===== src/rtl/multicycle_ctrl.sv =====
// Multicycle RISC-V style control FSM: fetch/decode/exec/mem/wb sequencing,
// combinational strobes from state + opcode, sticky trap and retire counter.
module multicycle_ctrl (
  input  logic        clk,
  input  logic        rst,
  input  logic [31:0] inst,
  input  logic        zero,
  input  logic        mem_ready,
  output logic        mem_req,
  output logic        mem_we,
  output logic        i_or_d,
  output logic        ir_we,
  output logic        pc_we,
  output logic        pc_src,
  output logic        alu_src,
  output logic        reg_write,
  output logic        mem_to_reg,
  output logic [1:0]  alu_op,
  output logic        illegal,
  output logic [2:0]  state,
  output logic [31:0] retired
);

  typedef enum logic [2:0] {
    S_FETCH  = 3'd0,
    S_DECODE = 3'd1,
    S_EXEC   = 3'd2,
    S_MEM    = 3'd3,
    S_WB     = 3'd4,
    S_TRAP   = 3'd5
  } state_t;

  state_t      state_q, state_d;
  logic [31:0] retired_q, retired_d;

  logic [6:0] opc;
  logic       is_lw, is_sw, is_beq, is_r, is_i, legal;
  logic       unused_inst;

  logic       mem_req_c, mem_we_c, i_or_d_c, ir_we_c, pc_we_c, pc_src_c;
  logic       alu_src_c, reg_write_c, mem_to_reg_c, illegal_c, retire;
  logic [1:0] alu_op_c;

  assign opc         = inst[6:0];
  assign unused_inst = ^inst[31:7];
  assign is_lw       = (opc == 7'b0000011);
  assign is_sw       = (opc == 7'b0100011);
  assign is_beq      = (opc == 7'b1100011);
  assign is_r        = (opc == 7'b0110011);
  assign is_i        = (opc == 7'b0010011);
  assign legal       = is_lw | is_sw | is_beq | is_r | is_i;

  always_comb begin
    state_d      = state_q;
    retire       = 1'b0;
    mem_req_c    = 1'b0;
    mem_we_c     = 1'b0;
    i_or_d_c     = 1'b0;
    ir_we_c      = 1'b0;
    pc_we_c      = 1'b0;
    pc_src_c     = 1'b0;
    alu_src_c    = 1'b0;
    reg_write_c  = 1'b0;
    mem_to_reg_c = 1'b0;
    alu_op_c     = 2'b00;
    illegal_c    = 1'b0;
    case (state_q)
      S_FETCH: begin
        mem_req_c = 1'b1;
        if (mem_ready) begin
          ir_we_c = 1'b1;
          pc_we_c = 1'b1;
          state_d = S_DECODE;
        end
      end
      S_DECODE: state_d = legal ? S_EXEC : S_TRAP;
      S_EXEC: begin
        // ALU control is a pure function of the opcode class
        alu_op_c  = {is_r | is_i, is_beq | is_i};
        alu_src_c = is_lw | is_sw | is_i;
        if (is_lw || is_sw) begin
          state_d = S_MEM;
        end else if (is_r || is_i) begin
          state_d = S_WB;
        end else if (is_beq) begin
          pc_we_c  = zero;
          pc_src_c = zero;
          state_d  = S_FETCH;
          retire   = 1'b1;
        end else begin
          state_d = S_TRAP;
        end
      end
      S_MEM: begin
        mem_req_c = 1'b1;
        i_or_d_c  = 1'b1;
        alu_src_c = 1'b1;
        mem_we_c  = is_sw;
        if (mem_ready) begin
          state_d = is_lw ? S_WB : S_FETCH;
          retire  = !is_lw;
        end
      end
      S_WB: begin
        reg_write_c  = 1'b1;
        mem_to_reg_c = is_lw;
        alu_op_c     = {is_r | is_i, is_i};
        alu_src_c    = is_i;
        state_d      = S_FETCH;
        retire       = 1'b1;
      end
      S_TRAP: illegal_c = 1'b1;
      default: state_d = S_FETCH;
    endcase
    retired_d = retire ? retired_q + 32'd1 : retired_q;
  end

  always_ff @(posedge clk) begin
    if (rst) begin
      state_q   <= S_FETCH;
      retired_q <= '0;
    end else begin
      state_q   <= state_d;
      retired_q <= retired_d;
    end
  end

  // Reset masks every control output so nothing commits mid-access.
  assign mem_req    = mem_req_c    & ~rst;
  assign mem_we     = mem_we_c     & ~rst;
  assign i_or_d     = i_or_d_c     & ~rst;
  assign ir_we      = ir_we_c      & ~rst;
  assign pc_we      = pc_we_c      & ~rst;
  assign pc_src     = pc_src_c     & ~rst;
  assign alu_src    = alu_src_c    & ~rst;
  assign reg_write  = reg_write_c  & ~rst;
  assign mem_to_reg = mem_to_reg_c & ~rst;
  assign alu_op     = alu_op_c     & {2{~rst}};
  assign illegal    = illegal_c    & ~rst;
  assign state      = state_q;
  assign retired    = retired_q;

endmodule

===== config.mk =====
export PLATFORM = sky130hd
export DESIGN_NAME = multicycle_ctrl
export DESIGN_NICKNAME = d
export VERILOG_FILES = /design/src/rtl/multicycle_ctrl.sv
export SDC_FILE = /design/constraint.sdc
export NUM_CORES = 1
export LEC_CHECK = 0
export CAP_MARGIN = 20
export CORE_MARGIN = 2
export CORE_UTILIZATION = 45
export CTS_BUF_LIST = sky130_fd_sc_hd__clkbuf_8
export DETAILED_ROUTE_END_ITERATION = 7
export HOLD_SLACK_MARGIN = 0.08
export PLACE_DENSITY = 0.82
export SYNTH_ARGS = -nofsm -noshare
export SYNTH_HDL_FRONTEND = slang
export SYNTH_SLANG_ARGS = --single-unit
export TNS_END_PERCENT = 50

===== constraint.sdc =====
create_clock -name clk -period 2.7 [get_ports clk]
set_input_delay 0.54 -clock clk [delete_from_list [all_inputs] [get_ports clk]]
set_output_delay 0.54 -clock clk [all_outputs]
set_load 0.01 [all_outputs]

# --- After elaboration in Yosys (flattened, before gate mapping) ---
# Index checks and enable logic that the tools add are counted.
classes:
  n_addsub: 1
  n_mul: 0
  div: 0
  magnitude_cmp: 0
  eq_ne: 12
  shifts: 0
  mux: 28
  bitwise: 20
  reduce_logical: 6
ops:
  columns: ["op", "count"]
  rows:
  - ["$add 32x1->32 const B", 1]
  - ["$mux 3", 7]
  - ["$mux 1", 16]
  - ["$pmux 3 s5", 1]
  - ["$eq 7x6->1 const B", 2]
  - ["$and 1x1->1", 10]
  - ["$eq 7x2->1 const B", 1]
  - ["$eq 7x5->1 const B", 1]
  - ["$eq 7x7->1 const B", 1]
  - ["$or 1x1->1", 7]
  - ["$eq 3x2->1 const B", 2]
  - ["$eq 3x3->1 const B", 2]
  - ["$pmux 1 s3", 2]
  - ["$ne 2x2->1 const B", 2]
  - ["$pmux 2 s2", 1]
  - ["$eq 3x1->1 const B", 1]
  - ["$logic_not 3->1", 1]
  - ["$reduce_and 3->1", 1]
  - ["$and 2x2->2", 1]
  - ["$logic_or 1x1->1", 2]
  - ["$not 1->1", 2]
  - ["$pmux 1 s2", 1]
  - ["$reduce_or 2->1", 1]
  - ["$logic_not 1->1", 1]
word_totals:
  register_bits: 35
  latch_bits: 0
  mem_bits_rw: 0
  rom_bits: 0
  in_bits: 36
  output_inout_bits: 47
  elab_cells: 69
  mem_count: 0

# --- Longest topological paths before layout ---
logic_depth:
  ltp_word: 7
  ltp_mapped: 8
  ltp_nobuf: 6

# --- Worst setup path after synthesis ---
# OpenSTA, ideal clock, no wires.
synth_timing:
  path_kind: "input -> output"
  start: "in inst[2]"
  end: "out pc_we"
  arrival_time_ns: 1.998
  required_ns: 2.160
  setup_slack_ns: 0.162
  stages: 5
  path_buffers: 0
  path_cell_list: "nand4bb_4 > or2_2 > or3_1 > nor3_1 > or2_1"
synth_via:
  elab_chain_len: 6
  elab_cells_between_ends: 12
  classes_between: "5 x eq/ne; 4 x mux; 1 x bitwise; 2 x reduce/logical"
synth_lines:
  columns: ["element", "line_no", "rtl"]
  rows:
  - ["start, declared", "6", "input logic [31:0] inst,"]
  - ["$eq 7x7->1, or another cell as far along", "48", "assign is_beq = (opc == 7'b1100011);"]
  - ["$mux 1 / $logic_or 1x1->1 (equally long branches)", "85, 83", null]
  - ["$mux 1", "83", "end else if (is_r || is_i) begin"]
  - ["$mux 1 (*)", "81", "if (is_lw || is_sw) begin"]
  - ["$pmux 1 s2 (*)", "67", "case (state_q)"]
  - ["$and 1x1->1 (*)", "133", "assign pc_we = pc_we_c & ~rst;"]
  - ["end, declared", "13", "output logic pc_we,"]
# Every way passes the cells marked *; elsewhere a longest branch is shown, timed or not.

# --- Worst setup path in the final report ---
layout_timing:
  start: "in inst[3]"
  end: "out alu_op[0]"
layout_via:
  elab_chain_len: 4
  elab_cells_between_ends: 5
  classes_between: "2 x eq/ne; 1 x mux; 2 x bitwise"
layout_lines:
  columns: ["element", "line_no", "rtl"]
  rows:
  - ["$eq 7x7->1 / $eq 7x5->1 (equally long branches)", "48, 50", null]
  - ["$or 1x1->1", "79", "alu_op_c = {is_r | is_i, is_beq | is_i};"]
  - ["$pmux 2 s2 (*)", "67", null]
  - ["$and 2x2->2 (*)", "138", "assign alu_op = alu_op_c & {2{~rst}};"]
  - ["end, declared", "18", "output logic [1:0] alu_op,"]
# Marks and branches as above.

==> impl_metrics.json <==
{
  "status": "finished, final reports clean",
  "cts_tree": "built",
  "power_density_nw_per_um2": 335,
  "clkLatencyLatePin_ns": 0.29,
  "routedWlPerCell_um": 14.4,
  "fin_ws_ns": 0.0568,
  "critPathMaxFanout": 2,
  "synth_cell_type_count": 49,
  "cts_buffers": 5,
  "fp.coreArea_um2": 4660,
  "grt_max_degree": 29,
  "place.gp.congestion": 0.889,
  "cp.arrival_ns": 2.10,
  "antenna_found_initial": 0,
  "ys_async_sr_fraction": 0,
  "ys.flop_type": "dfxtp_1",
  "finalCritPeriodShare": 0.979,
  "drtIter0Drc": 120,
  "yosysSeqAreaShare": 0.326,
  "hold_viol": 0,
  "cts_sinks": 35,
  "worstMarginPinSlew_ns": 0.496,
  "root_buffer": "clkbuf_8",
  "hold_class": "reg -> reg",
  "finalCriticalPeriod_ns": 2.64,
  "preCtsSetupSlack_ns": -0.573,
  "hold_buffers": 0,
  "viasPerCell": 5.90,
  "grt_pass1_wl_mm": 9.74,
  "fin_worst_skew_ns": 0.00983,
  "postSynthAreaPerCell_um2": 7.91,
  "fp.dieH_um": 73.1,
  "start_kind": "primary input",
  "maxCapViolations": 0,
  "place_inst": 395,
  "clockBufferDepth": 2,
  "max_slew_margin": 0.669,
  "worstSetupEndpointType": "output port",
  "portBuffers": 57,
  "dpl.hpwl_mm": 4.24,
  "max_freq_mhz": 378,
  "first_global_vias": 2222,
  "holdWs_ns": 0.479,
  "fin_nets": 385,
  "drt_pass1_iterations": 4,
  "cts_max_level": 2,
  "grt_overflow": 0,
  "setup_viol": 0,
  "synth_edf_count": 0,
  "slew_viol_final": 0,
  "fin_total_pwr_mw": 1.01,
  "syn_area_um2": 2150,
  "wirelength_mm": 5.81,
  "fillers": 422,
  "synth-seq-cells": 35,
  "drive_above_1_share": 0.166,
  "ir_drop_mv": 0.234,
  "start_util": 0.461,
  "diodes": 0,
  "area_delta_synth_final_pct": 40.5,
  "fin_cells": 403,
  "synth_fp_nets": 309,
  "track_usage": 0.227,
  "p_leak_nw": 1.05,
  "grt_setup_unrepaired": "false",
  "ys_warn_count": 0,
  "required_ns": 2.16,
  "crit_type": "in -> out",
  "antenna_left": 0,
  "die_area_um2": 5350,
  "netlist_instances": 272,
  "post-route-drc-count": 0,
  "die_width_um": 73.1,
  "rows": 25,
  "final.setup.tns_ns": 0,
  "ios": 83,
  "path_clk_slew_ns": 0.06,
  "vias": 2379
}
-- path summary, 6_finish.rpt --
path,to,slack (ns),startpoint,cells after the start
max,alu_op[0],0.06,inst[3],7
min,retired[31],0.48,retired[31],2
max reg2reg,retired[20],0.58,retired[3],5
min reg2reg,retired[31],0.48,retired[31],2
-- flip-flops by register name, indices dropped and copies added, names as in the netlist --
signal and flops:
state 3, retired 32
-- Yosys cell counts (2+ instances only) --
master / count / area (um^2)
o31ai_1: 12 / 90.1
nand4b_1: 3 / 26.3
or4b_1: 3 / 30.0
clkbuf_1: 9 / 33.8
or4_1: 10 / 75.1
nand2b_1: 8 / 50.1
nor2_1: 22 / 82.6
inv_1: 6 / 22.5
and2_1: 2 / 12.5
dfxtp_1: 35 / 701
o41ai_1: 5 / 43.8
or3_1: 15 / 93.8
buf_2: 9 / 45.0
nor2b_1: 5 / 31.3
nand4_1: 10 / 62.6
nand3b_1: 2 / 15.0
nand3_1: 17 / 85.1
o21ai_0: 15 / 75.1
nor4_1: 3 / 18.8
a221oi_1: 2 / 17.5
nor3_1: 4 / 20.0
and3_1: 3 / 18.8
a21oi_1: 33 / 165
nand2_1: 12 / 45.0
or2_2: 3 / 18.8
-- layout by cell type (no fill, tap or decap), types with 2 or more instances in the layout --
cell type,netlist,layout
a21oi_1,33,33
a221oi_1,2,2
and2_1,2,2
and3_1,3,3
buf_2,9,5
buf_4,0,29
clkbuf_8,0,5
clkdlybuf4s50_1,0,45
dfxtp_1,35,35
dlygate4sd2_1,0,6
inv_1,6,8
nand2_1,12,12
nand2b_1,8,8
nand3_1,17,17
nand3b_1,2,2
nand4_1,10,10
nand4b_1,3,3
nor2_1,22,22
nor2b_1,5,5
nor3_1,4,3
nor4_1,3,3
o21ai_0,15,15
o31ai_1,12,12
o41ai_1,5,5
or2_2,3,2
or3_1,15,14
or4_1,10,10
or4b_1,3,3
-- where the power goes --
| part | leakage, nW | internal, mW | switching, mW | total, mW |
|---|---|---|---|---|
| Sequential | 0.282 | 0.520 | 0.00498 | 0.525 |
| Clock | 0.0505 | 0.173 | 0.187 | 0.361 |
| Combinational | 0.716 | 0.0665 | 0.0617 | 0.128 |
-- layout make-up --
| cell class | instances | area [um^2] | area share |
|---|---|---|---|
| clock inverter | 3 | 12.5 | 0.00414 |
| multi-input combinational | 213 | 1370 | 0.454 |
| tap | 54 | 67.6 | 0.0224 |
| clock buffer | 5 | 68.8 | 0.0228 |
| timing repair buffer | 87 | 778 | 0.258 |
| inverter | 6 | 22.5 | 0.00745 |
| sequential | 35 | 701 | 0.232 |
-- through the flow --
step,util,area [um^2]
6_report,0.648,3020
5_1_grt,0.648,3020
4_1_cts,0.648,3020
3_5_place_dp,0.634,2950
3_3_place_gp,0.634,2950
2_1_floorplan,-,2150
-- repair_timing --
action | 4_1_cts | 5_1_grt
setup endpoints to repair | 7 | 2
endpoints found under the hold margin | 0 | 0
gates cloned | 0 | 0
gates resized for setup | 31 | 1
pin swaps | 3 | 0
buffers inserted | 0 | 0
-- kinds of logic (layout without fill, tap and decap cells) --
group                    Yosys count  after routing  synth area share
multiplexers                       2              2           0.00989
buffers and inverters             24            101            0.0471
adder cells (fa/ha/maj)            1              1           0.00582
XOR/XNOR                           1              1           0.00407
AND/OR/NAND/NOR                  134            134             0.394
flip-flops                        35             35             0.326
AO/OA/AOI/OAI                     75             75             0.213
-- metal layers --
layer / global-route usage / share of wire / wire length, um
met5: 0 / 0 / 0
met1: 0.267 / 0.44 / 2550
met2: 0.395 / 0.50 / 2920
met3: 0.0649 / 0.051 / 296
met4: 0.0700 / 0.0076 / 44
-- critical path, cell delays in order --
cell and delay [ns]:
dlygate4sd2_1 0.23, nand4bb_4 0.22, or2_4 0.25, or3_4 0.40
mux2_4 0.26, nor2_1 0.08, buf_2 0.13
(Power assumes the default switching activity.)
==> RTL edit: new RTL, same settings <==
Reset style: asynchronous (`rst`), changed in one clocked block.
--- a/src/rtl/multicycle_ctrl.sv
+++ b/src/rtl/multicycle_ctrl.sv
@@ -115,7 +115,7 @@
     retired_d = retire ? retired_q + 32'd1 : retired_q;
   end
 
-  always_ff @(posedge clk) begin
+  always_ff @(posedge clk or posedge rst) begin
     if (rst) begin
       state_q   <= S_FETCH;
       retired_q <= '0;
Formal check against the unedited RTL: differs if rst is asserted again (counterexample within 4 cycles, from zero or initial values and one cycle with rst high); with rst held inactive, the same outputs for 10 cycles.
==> RTL edit against the original RTL <==
Routed wire length fell by 11%; hold slack improved by 0.0051 ns; cell area down 2.0%; non-clock buffer count decreased by 8; sequential cell count did not move; global-route usage shrank 2.4 points; clock skew is 0.0058 ns lower; worst setup slack better by 0.012 ns; synthesized cell count fell by 25%; die area shrank 6.8%; area after synthesis decreased by 7.2%; critical endpoint is now retired[31]$_DFFE_PP0P_.
Power is not compared: it rests on default switching activity, and its combinational part moved more than twofold at a synthesized area within 25%.
==> RTL edit: results (changes against the original RTL) <==
Post-Synth XOR/XNOR Area 0.140 (+0.136); vias post-DR 1860 (-22%); final hold slack 0.484 ns (+0.00510 ns); Synth top cells by count 35 x dfrtp_1, 24 x xor2_1, 23 x nand2_1; Async SR Flop Fraction 1.00 (+1.00); Compound-Gate Fraction of Synth Area 0.0596 (-0.153); Max FO, Critical Path 11 (+9); first-pass GRT wire length 8.04 mm (-17%); CP endpoint retired[31]$_DFFE_PP0P_; post-DP HPWL 3.41 mm (-19%); worst slack, placed -0.363 ns (+0.210 ns); Avg Cell Area, Syn 9.73 µm² (+23%); Crit. Startpoint inst[2]; met2 wire length 2.68 mm (-8.1%); WHS Path Cells 1 (-1); dpl cells 326 (-17%); DR iter-0 viols 112 (-6.7%); Hold Startpoint retired[31]$_DFFE_PP0P_; largest net degree at the start of global routing 36 (+24%); Worst Path Arrival 2.85 ns (+0.75 ns); worst reg2reg path depth 8 (+3); share of post-route cells with drive strength above 1 0.180 (+0.0140); max_slew headroom 0.549 (-0.120); DRT met1 WL 2.16 mm (-15%); post-synthesis net count 242 (-22%); status finished, final reports clean; fin crit period 2.63 ns (-0.0116 ns); All-Layer GR Usage 0.202 (-0.0244); gpl congestion 0.916 (+3.1%); sequential area share after synthesis 0.439 (+0.113); Crit-path slowest cell or4_4; vias in the first global route 1748 (-21%); Post-Route WL 5.15 mm (-11%); met2 usage 0.345 (-0.0505); RR Startpoint state[2]$_DFFE_PP0P_; mux share of post-synthesis cell area 0.0100 (+0.000142)
## RTL edit: cell count changes after synthesis, sizes merged, moves of 9 or more
cell / before / now
nand3: 18 / 8
dfxtp: 35 / 0
o31ai: 12 / 1
a21oi: 33 / 7
xor2: 1 / 24
nand2: 13 / 23
nor2: 22 / 11
or4: 10 / 1
dfrtp: 0 / 35
o21ai: 15 / 1
or3: 15 / 0
nor3: 4 / 17
## RTL edit: power breakdown
group,internal (µW),switching [µW]
combinational,354,329
clock,229,183
sequential,579,108
total,1160,620
## RTL edit: final cells by class
type / count / area [µm²]
clock inverter: 1 / 3.75
timing repair buffer: 79 / 757
fill: 338 / 1360
inverter: 4 / 15.0
tap: 52 / 65.1
clock buffer: 7 / 96.3
multi-input combinational: 157 / 1150
sequential: 35 / 876
## RTL edit: repair_timing
action / in CTS / in global routing
gates resized for setup: 12 / 18
pin swaps: 0 / 3
cloned: 0 / 1
endpoints found under the setup margin: 7 / 12
hold buffers: 0 / 0
